===== src/rtl/reset_cmd_pkg.sv =====
// Purpose : shared constants for the reset-command transmitter (magic frame, FSM states).
// Latency : n/a (package).
// Backpressure: n/a; holds the 5-byte magic sequence, its length and the sequencer state enum.
package reset_cmd_pkg;

    localparam int FRAME_LEN = 5;

    // Byte sequence that makes the far-end detector pulse its reset.
    localparam logic [7:0] MAGIC [FRAME_LEN] = '{8'hAA, 8'hBB, 8'hCC, 8'hDD, 8'hEE};

    localparam logic [2:0] LAST_IDX = 3'(FRAME_LEN - 1);

    typedef enum logic [2:0] {
        ST_IDLE   = 3'd0,
        ST_LOAD   = 3'd1,
        ST_SHIFT  = 3'd2,
        ST_GAP    = 3'd3,
        ST_FINISH = 3'd4
    } state_e;

    // Constant-index lookup keeps the select free of out-of-range reads.
    function automatic logic [7:0] magic_byte(input logic [2:0] idx);
        case (idx)
            3'd0:    return MAGIC[0];
            3'd1:    return MAGIC[1];
            3'd2:    return MAGIC[2];
            3'd3:    return MAGIC[3];
            3'd4:    return MAGIC[4];
            default: return 8'h00;
        endcase
    endfunction

endpackage


===== src/rtl/reset_cmd_tx_if.sv =====
// Purpose : command/status bundle of reset_cmd_tx (start request, serial line, busy, done).
// Latency : n/a (wires only).
// Backpressure: none; start is dropped unless the transmitter is idle.
interface reset_cmd_tx_if;
    logic start;
    logic txd;
    logic busy;
    logic done;

    modport master (output start, input txd, input busy, input done);
    modport slave  (input start, output txd, output busy, output done);
endinterface


===== src/rtl/uart_tx_byte.sv =====
// Purpose : generic 8N1 UART byte serializer; ports clk, rst_n, load, data[7:0] in; txd, tx_done out.
// Latency : txd start bit appears the cycle after load; 10*CLKS_PER_BIT cycles per byte.
// Backpressure: none; a load while active restarts the byte. tx_done is high in the last stop-bit cycle.
module uart_tx_byte #(
    parameter int CLKS_PER_BIT = 868
) (
    input  logic       clk,
    input  logic       rst_n,
    input  logic       load,
    input  logic [7:0] data,
    output logic       txd,
    output logic       tx_done
);

    localparam int CW = (CLKS_PER_BIT > 1) ? $clog2(CLKS_PER_BIT) : 1;
    localparam logic [CW-1:0] LAST_CNT = CW'(CLKS_PER_BIT - 1);

    logic [CW-1:0] clk_cnt;
    logic [3:0]    bit_idx;   // 0 = start bit, 1..8 = data, 9 = stop bit
    logic [8:0]    shreg;     // remaining data bits followed by the stop bit
    logic          active;
    logic          bit_end;

    assign bit_end = (clk_cnt == LAST_CNT);
    // Combinational so the sequencer can leave SHIFT right after the stop bit.
    assign tx_done = active && bit_end && (bit_idx == 4'd9);

    always_ff @(posedge clk or negedge rst_n) begin
        if (!rst_n) begin
            txd     <= 1'b1;
            clk_cnt <= '0;
            bit_idx <= '0;
            shreg   <= '1;
            active  <= 1'b0;
        end else if (load) begin
            active  <= 1'b1;
            txd     <= 1'b0;
            shreg   <= {1'b1, data};
            clk_cnt <= '0;
            bit_idx <= '0;
        end else if (active) begin
            if (bit_end) begin
                clk_cnt <= '0;
                if (bit_idx == 4'd9) begin
                    active  <= 1'b0;
                    txd     <= 1'b1;
                    bit_idx <= '0;
                end else begin
                    txd     <= shreg[0];
                    shreg   <= {1'b1, shreg[8:1]};
                    bit_idx <= bit_idx + 4'd1;
                end
            end else begin
                clk_cnt <= clk_cnt + CW'(1);
            end
        end
    end

endmodule


===== src/rtl/reset_cmd_tx.sv =====
// Purpose : sends the 5-byte remote-reset command (AA BB CC DD EE) over UART; ports clk, rst_n, bus (start/txd/busy/done).
// Latency : busy the cycle after start is taken, start bit one cycle later; GAP_CYCLES+1 idle cycles between bytes.
// Backpressure: start is ignored while busy and in the done cycle; no queuing.
module reset_cmd_tx
    import reset_cmd_pkg::*;
#(
    parameter int CLKS_PER_BIT = 868,
    parameter int GAP_CYCLES   = 0
) (
    input  logic                 clk,
    input  logic                 rst_n,
    reset_cmd_tx_if.slave        bus
);

    localparam logic [15:0] GAP_LAST = (GAP_CYCLES > 0) ? 16'(GAP_CYCLES - 1) : 16'd0;

    state_e      state;
    logic [2:0]  byte_idx;
    logic [15:0] gap_cnt;
    logic        load;
    logic        tx_done;
    logic        txd_int;

    // LOAD is itself one idle-high cycle before each start bit.
    assign load = (state == ST_LOAD);

    always_ff @(posedge clk or negedge rst_n) begin
        if (!rst_n) begin
            state    <= ST_IDLE;
            byte_idx <= '0;
            gap_cnt  <= '0;
        end else begin
            case (state)
                ST_IDLE: begin
                    if (bus.start) state <= ST_LOAD;
                end
                ST_LOAD: begin
                    state <= ST_SHIFT;
                end
                ST_SHIFT: begin
                    if (tx_done) begin
                        if (byte_idx == LAST_IDX) begin
                            state <= ST_FINISH;
                        end else begin
                            byte_idx <= byte_idx + 3'd1;
                            gap_cnt  <= '0;
                            state    <= (GAP_CYCLES > 0) ? ST_GAP : ST_LOAD;
                        end
                    end
                end
                ST_GAP: begin
                    if (gap_cnt == GAP_LAST) state <= ST_LOAD;
                    else                     gap_cnt <= gap_cnt + 16'd1;
                end
                ST_FINISH: begin
                    byte_idx <= '0;
                    state    <= ST_IDLE;
                end
                default: state <= ST_IDLE;
            endcase
        end
    end

    uart_tx_byte #(
        .CLKS_PER_BIT (CLKS_PER_BIT)
    ) u_tx (
        .clk     (clk),
        .rst_n   (rst_n),
        .load    (load),
        .data    (magic_byte(byte_idx)),
        .txd     (txd_int),
        .tx_done (tx_done)
    );

    assign bus.txd  = txd_int;
    assign bus.busy = (state == ST_LOAD) || (state == ST_SHIFT) || (state == ST_GAP);
    assign bus.done = (state == ST_FINISH);

endmodule


===== src/flat_wrapper.sv =====
// flat-port wrapper written by rule: the top's interface ports become plain ports
module reset_cmd_tx_flat import reset_cmd_pkg::*;
#(
    parameter int CLKS_PER_BIT = 868,
    parameter int GAP_CYCLES   = 0
)
  (clk, rst_n, bus_start, bus_txd, bus_busy, bus_done);
  reset_cmd_tx_if bus_i ();
  input  logic clk;
  input  logic rst_n;
  input wire logic [$bits(bus_i.start)-1:0] bus_start;
  output wire logic [$bits(bus_i.txd)-1:0] bus_txd;
  output wire logic [$bits(bus_i.busy)-1:0] bus_busy;
  output wire logic [$bits(bus_i.done)-1:0] bus_done;
  assign bus_i.start = bus_start;
  assign bus_txd = bus_i.txd;
  assign bus_busy = bus_i.busy;
  assign bus_done = bus_i.done;
  reset_cmd_tx #(.CLKS_PER_BIT(CLKS_PER_BIT), .GAP_CYCLES(GAP_CYCLES)) u_core (.clk(clk), .rst_n(rst_n), .bus(bus_i));
endmodule

===== config.mk =====
export PLATFORM = sky130hd
export DESIGN_NAME = reset_cmd_tx_flat
export DESIGN_NICKNAME = d
export VERILOG_FILES = /design/src/rtl/reset_cmd_pkg.sv /design/src/rtl/reset_cmd_tx_if.sv /design/src/rtl/uart_tx_byte.sv /design/src/rtl/reset_cmd_tx.sv /design/src/flat_wrapper.sv
export SDC_FILE = /design/constraint.sdc
export NUM_CORES = 1
export LEC_CHECK = 0
export BUFFER_PORTS_ARGS = -buffer_cell sky130_fd_sc_hd__buf_2
export CORE_UTILIZATION = 64
export CTS_BUF_LIST = sky130_fd_sc_hd__clkbuf_8
export CTS_CLUSTER_DIAMETER = 200
export DETAILED_ROUTE_END_ITERATION = 16
export PLACE_DENSITY = 0.91
export SYNTH_ARGS = -nofsm -noshare
export SYNTH_HDL_FRONTEND = slang
export SYNTH_SLANG_ARGS = --single-unit

===== constraint.sdc =====
create_clock -name clk -period 2.4 [get_ports clk]
set_clock_uncertainty 0.1 [all_clocks]
set_input_delay 0.12 -clock clk [delete_from_list [all_inputs] [get_ports clk]]
set_output_delay 0.12 -clock clk [all_outputs]
set_load 0.1 [all_outputs]

==> flow_metrics.env, run 1 <==
export IMPL_dp_worst_setup_slack_ps=278.7
export IMPL_synth_seq_cells=46
export IMPL_clk_path_buf_depth=2
export IMPL_setup_tns_ps=0
export IMPL_required_ps=2470
export IMPL_critPathLaunchType="flop"
export IMPL_cts_tree="done"
export IMPL_max_stage_delay_ps=420
export IMPL_insertion_delay_ps=310
export IMPL_avgSynthCellArea_sq_um=9.543
export IMPL_p_leak_nw=1.186
export IMPL_die_w_um=64.63
export IMPL_synth_compound_area_frac=0.1655
export IMPL_timing_slew_headroom=0.6496
export IMPL_start_util=0.6754
export IMPL_min_period_ps=2171
export IMPL_holdWs_ps=85.28
export IMPL_path_class="reg2reg"
export IMPL_hold_path_class="in2reg"
export IMPL_setup_ws_ps=229.5
export IMPL_finalWirelength_um=5131
export IMPL_synthFlopType="dfrtp_1"
export IMPL_stdcell_area_sq_mm=0.002691
export IMPL_cts_sinks=46
export IMPL_syn_area_sq_mm=0.002510
export IMPL_synth_xor_area_frac=0.02443
export IMPL_routedWlPerCell_um=15.89
export IMPL_die_y_um=64.63
export IMPL_grt_antenna_before_repair=0
export IMPL_yosys_area_top_type="dfrtp_1"
export IMPL_drc=0
export IMPL_path_clk_slew_ps=90
export IMPL_synth_commonest_cells="37 x dfrtp_1, 29 x nor2_1, 22 x nand2_1"
export IMPL_p_per_area_mw_per_mm2=466.9
export IMPL_synthToLayoutAreaGrowth_pct=7.228
export IMPL_die_area_sq_mm=0.004176
export IMPL_vdd_drop_max_mv=0.2701
export IMPL_yosys_warnings=0
export IMPL_setup_viol=0
export IMPL_cp_arrival_ps=2240
export IMPL_gp_congestion=0.9141
export IMPL_drtIter0Drc=134
export IMPL_synth_simple_area_share=0.2488
export IMPL_overflow=0
export IMPL_grt_pass1_vias=1914
export IMPL_synth_most_common_cell="dfrtp_1"
export IMPL_power_mw=1.257
export IMPL_ys_async_sr_fraction=1.000
export IMPL_rsz0062_at_grt="false"
export IMPL_vias_per_cell=6.402
export IMPL_path_cells="ha_1, and4b_1, and4_1, a21o_2, o21a_1, a31oi_1"
export IMPL_antenna_diode_count=0
export IMPL_h_tree_depth=2
export IMPL_grt_max_degree=24
export IMPL_hold_violations=0
export IMPL_ios=6
export IMPL_synth_top_family_by_area="simple AND/OR/NAND/NOR gates"
export IMPL_synth_top_area_frac=0.3689
export IMPL_maxCapViolCount=0
export IMPL_synth_edff_count=0
export IMPL_dp_hpwl_um=3661
export IMPL_drv_slew=0
export IMPL_synth_yosys_seq_area_share=0.4631
export IMPL_num_rows=22
export IMPL_cp_end_kind="flop"
export IMPL_numCtsBuffers=5
export IMPL_grt_pass1_wl_um=8659
export IMPL_core_area_sq_mm=0.003716
export IMPL_fin_util=0.7242
export IMPL_vias=2068
export IMPL_clock_fmax_ghz=0.4607
export IMPL_cts_resized=0
export IMPL_min_period_over_period=0.9044
export IMPL_worst_pin_slew_ps=525.5
export IMPL_synth_cell_types=52
export IMPL_muxShareOfSynthArea=0.01994
export IMPL_ant_nets=0
export IMPL_finalNonFillerCells=323
export IMPL_portBuffers=5
export IMPL_worstPathMaxFanout=9
export IMPL_drive_gt1_frac=0.1382
export IMPL_synth_fp_nets=276
export IMPL_placed_cells=314
export IMPL_first_pass_iters=4
export IMPL_cts_root_buf="clkbuf_8"
export IMPL_synth_cells=263
export IMPL_synth_fa_ha_area_frac=0.04985
export IMPL_fin_nets=287
export IMPL_status="finished, final reports clean"
export IMPL_synthTopCellsByArea="dfrtp_1 37%, dfstp_2 9.4%, ha_1 5.0%"
export IMPL_grt_use_total=0.2749
export IMPL_crit_slowest_cell="dfrtp_1"
export IMPL_placed_cell_area_sq_mm=0.002599
registers in the layout, summed over array words and instances, names as in the netlist:
register             cells
u_core.u_tx.clk_cnt     10
u_core.gap_cnt          16
u_core.state             3
u_core.u_tx.active       1
u_core.u_tx.txd          1
u_core.u_tx.bit_idx      4
u_core.u_tx.shreg        8
u_core.byte_idx          3
critical path: cells and delay by family, from the launching register on:
family / cells / cell delay [ps]
AOI/OAI and AO/OA: 3 / 700
and+or+nand+nor: 2 / 590
DFF: 1 / 420
adders and majority gates: 1 / 230
layout by cell type, fill, tap and decap left out, drive strengths merged, types with 5 or more instances in the layout:
cell type and n:
ha 10, o21ai 11, nand2 22, clkbuf 5, dfrtp 37, nand4 7, a31oi 12, and3 7
a21oi 19, mux2i 5, nand3 7, inv 9, buf 11, nor2 30, dfstp 9, nor3 16
repair_timing:
| action | CTS | global route |
|---|---|---|
| endpoints found under the hold margin | 21 | 0 |
| hold buffers | 1 | 0 |
| buffers inserted | 0 | 0 |
layout make-up:
type,count,area (sq um)
Multi-Input combinational cell,201,1276
Sequential cell,46,1162
Fill cell,272,1025
Timing Repair Buffer,12,80.08
Clock buffer,5,68.82
Tap cell,48,60.06
Inverter,8,30.03
Clock inverter,3,13.76
path summary, 6_finish.rpt:
path | startpoint | to | slack, ps | cells after the start
min | bus_start | u_core.state[0] | 90 | 3
max in group asynchronous | rst_n | u_core.u_tx.shreg[6] | 1350 | 3
min reg2reg | u_core.u_tx.shreg[2] | u_core.u_tx.shreg[2] | 390 | 1
max | u_core.u_tx.clk_cnt[0] | u_core.gap_cnt[7] | 230 | 6
min in group asynchronous | rst_n | u_core.u_tx.bit_idx[2] | 220 | 2
max reg2reg | u_core.u_tx.clk_cnt[0] | u_core.gap_cnt[7] | 230 | 6
metal layers:
metal	GRT usage	routed length, um	up-vias
li1	-	-	995
met1	0.3562	2337	995
met2	0.4289	2441	64
met3	0.06338	214	14
met4	0.1444	137	0
met5	0	0	-
power by group:
part / total (mW) / internal, mW / switching [mW]
Combinational: 0.0201 / 0.00452 / 0.0156
Clock: 0.461 / 0.198 / 0.263
Sequential: 0.775 / 0.775 / 0
Total: 1.26 / 0.978 / 0.279
cells by family (layout without fill, tap and decap cells):
kind of cell	Yosys count	after routing
simple gates	115	115
compound gates	64	64
flops	46	46
buf+inv	16	28
fa+ha+maj	10	10
xor+xnor	7	7
mux	5	5
No activity file was read; power rests on OpenSTA's default activity.
==> run 2: changes to the inputs <==
CORE_UTILIZATION = 62   (was 64)
CTS_BUF_LIST = sky130_fd_sc_hd__clkbuf_16   (was sky130_fd_sc_hd__clkbuf_8)
PLACE_DENSITY = 0.89   (was 0.91)
==> flow_metrics.env, run 2 (synthesis results as in run 1) <==
export IMPL_hold_path_class="in2reg"
export IMPL_path_clk_slew_ps=60
export IMPL_status="finished, final reports clean"
export IMPL_ant_nets=0
export IMPL_crit_family="simple AND/OR/NAND/NOR gates"
export IMPL_r2r_start="u_core.gap_cnt[5]"
export IMPL_drive_gt1_frac=0.1218
export IMPL_grt_max_degree=47
export IMPL_routedWlPerCell_um=16.86
export IMPL_regArea_sq_mm=0.001162
export IMPL_setup_viol=0
export IMPL_min_period_ps=2269
export IMPL_crit_slowest_cell="dfrtp_1"
export IMPL_clk_path_buf_depth=2
export IMPL_grt_pass1_wl_um=9218
export IMPL_min_period_over_period=0.9453
export IMPL_die_area_sq_mm=0.004307
export IMPL_first_pass_iters=5
export IMPL_insertion_delay_ps=280
export IMPL_mostFrequentLayoutCells="37 x dfrtp_1, 29 x nor2_1, 22 x nand2_1, 19 x a21oi_1, 16 x nor3_1"
export IMPL_finalWirelength_um=5377
export IMPL_start_util=0.6656
export IMPL_cts_root_buf="clkbuf_16"
export IMPL_cts_tree="done"
export IMPL_placed_cell_area_sq_mm=0.002569
export IMPL_portBuffers=5
export IMPL_finalNonFillerCells=319
export IMPL_path_buf_inv=0
export IMPL_drc=0
export IMPL_placed_cells=310
export IMPL_hold_violations=0
export IMPL_largest_reg_flops=16
export IMPL_grt_use_total=0.2803
export IMPL_fin_nets=283
export IMPL_rrSetupSlack_ps=130
export IMPL_vdd_drop_max_mv=0.5898
export IMPL_antenna_diode_count=0
export IMPL_timing_slew_headroom=0.3292
export IMPL_drv_slew=0
export IMPL_layout_commonest_cell="dfrtp_1"
export IMPL_clock_fmax_ghz=0.4408
export IMPL_cp_arrival_ps=2340
export IMPL_overflow=0
export IMPL_p_leak_nw=1.202
export IMPL_power_mw=1.547
export IMPL_postCtsSetupRepairBufs=0
export IMPL_fillers=281
export IMPL_die_w_um=65.63
export IMPL_path_cells="nor4_1, nand4_1, and2_1, o21a_1, o21ai_0"
export IMPL_multi_input_area_sq_mm=0.001276
export IMPL_worst_pin_slew_ps=1006
export IMPL_vias=2099
export IMPL_worstPathMaxFanout=12
export IMPL_core_area_sq_mm=0.003771
export IMPL_dp_hpwl_um=3713
export IMPL_required_ps=2470
export IMPL_r2r_end="u_core.gap_cnt[1]"
export IMPL_grt_antenna_before_repair=0
export IMPL_path_class="reg2reg"
export IMPL_cp_end_kind="flop"
export IMPL_h_tree_depth=2
export IMPL_num_rows=22
export IMPL_synthToLayoutAreaGrowth_pct=9.222
export IMPL_hold_end="u_core.state[0]"
export IMPL_ios=6
export IMPL_p_per_area_mw_per_mm2=564.3
export IMPL_setup_tns_ps=0
export IMPL_cts_hold_buffers_added=1
export IMPL_r2r_cells=5
export IMPL_numCtsBuffers=5
export IMPL_grt_pass1_vias=1957
export IMPL_maxCapViolCount=0
export IMPL_min_from="bus_start"
export IMPL_max_stage_delay_ps=450
export IMPL_critPathLaunchType="flop"
export IMPL_whs_path_depth=3
export IMPL_top_regs="u_core.gap_cnt: 16 flops, u_core.u_tx.clk_cnt: 10 flops, u_core.u_tx.shreg: 8 flops"
export IMPL_cts_sinks=46
export IMPL_gp_congestion=0.8818
export IMPL_rsz0062_at_grt="false"
export IMPL_top_register="u_core.gap_cnt"
export IMPL_stdcell_area_sq_mm=0.002741
export IMPL_vias_per_cell=6.580
export IMPL_drtIter0Drc=264
export IMPL_die_y_um=65.63
export IMPL_cts_resized=0
run 2: changes by cell type in the layout (fill, tap and decap cells not counted):
cell,change
clkbuf_8,-5
buf_4,-4
clkinv_2,-2
clkinv_1,+1
clkbuf_16,+5
bufinv_16,+1
run 2: worst max path at each step:
stage	from	endpoint	slack, ps	depth (start not counted)
2_1_floorplan	u_core.u_tx.clk_cnt[0]	u_core.byte_idx[1]	410	6
3_3_place_gp	u_core.u_tx.clk_cnt[0]	u_core.byte_idx[1]	350	6
3_5_place_dp	u_core.u_tx.clk_cnt[0]	u_core.byte_idx[1]	230	6
4_1_cts	u_core.gap_cnt[5]	u_core.gap_cnt[1]	150	5
5_1_grt	u_core.u_tx.clk_cnt[0]	u_core.byte_idx[2]	3	6
6_report	u_core.gap_cnt[5]	u_core.gap_cnt[1]	130	5
run 2: metrics by stage:
step | utilization | hold slack, ps | worst slack, ps
5_1_grt | 0.7269 | 141.8 | 2.989
4_1_cts | 0.7269 | 127.5 | 154.5
6_report | 0.7269 | 124.7 | 131.4
3_3_place_gp | 0.6812 | 229.7 | 346.2
2_1_floorplan | - | -275.6 | 413.5
3_5_place_dp | 0.6812 | 238.8 | 234.1
run 2: where the power goes:
| group | internal [mW] | switching, mW |
|---|---|---|
| logic | 0.00236 | 0.0147 |
| registers | 0.776 | 0 |
| clock network | 0.483 | 0.270 |
| total | 1.26 | 0.285 |
run 2: metal layers:
layer,GRT usage,vias to the layer above,part of all wire,wire length (um)
li1,-,983,-,-
met1,0.4086,1015,0.47,2538
met2,0.4196,93,0.46,2449
met3,0.06250,8,0.064,344
met4,0.07065,0,0.0084,45
met5,0,-,0,0
run 2: layout make-up:
| type | instances | share of cell area |
|---|---|---|
| clock buffers | 5 | 0.04564 |
| clock inverters | 3 | 0.01369 |
| inverters | 8 | 0.01095 |
| multi-input cells | 201 | 0.4655 |
| flip-flops and latches | 46 | 0.4240 |
| well taps | 48 | 0.02191 |
| repair buffers | 8 | 0.01826 |
run 2: tightest hold or removal path: stages:
cell and delay, ps:
buf_2 100, or3b_2 180, a211oi_1 60
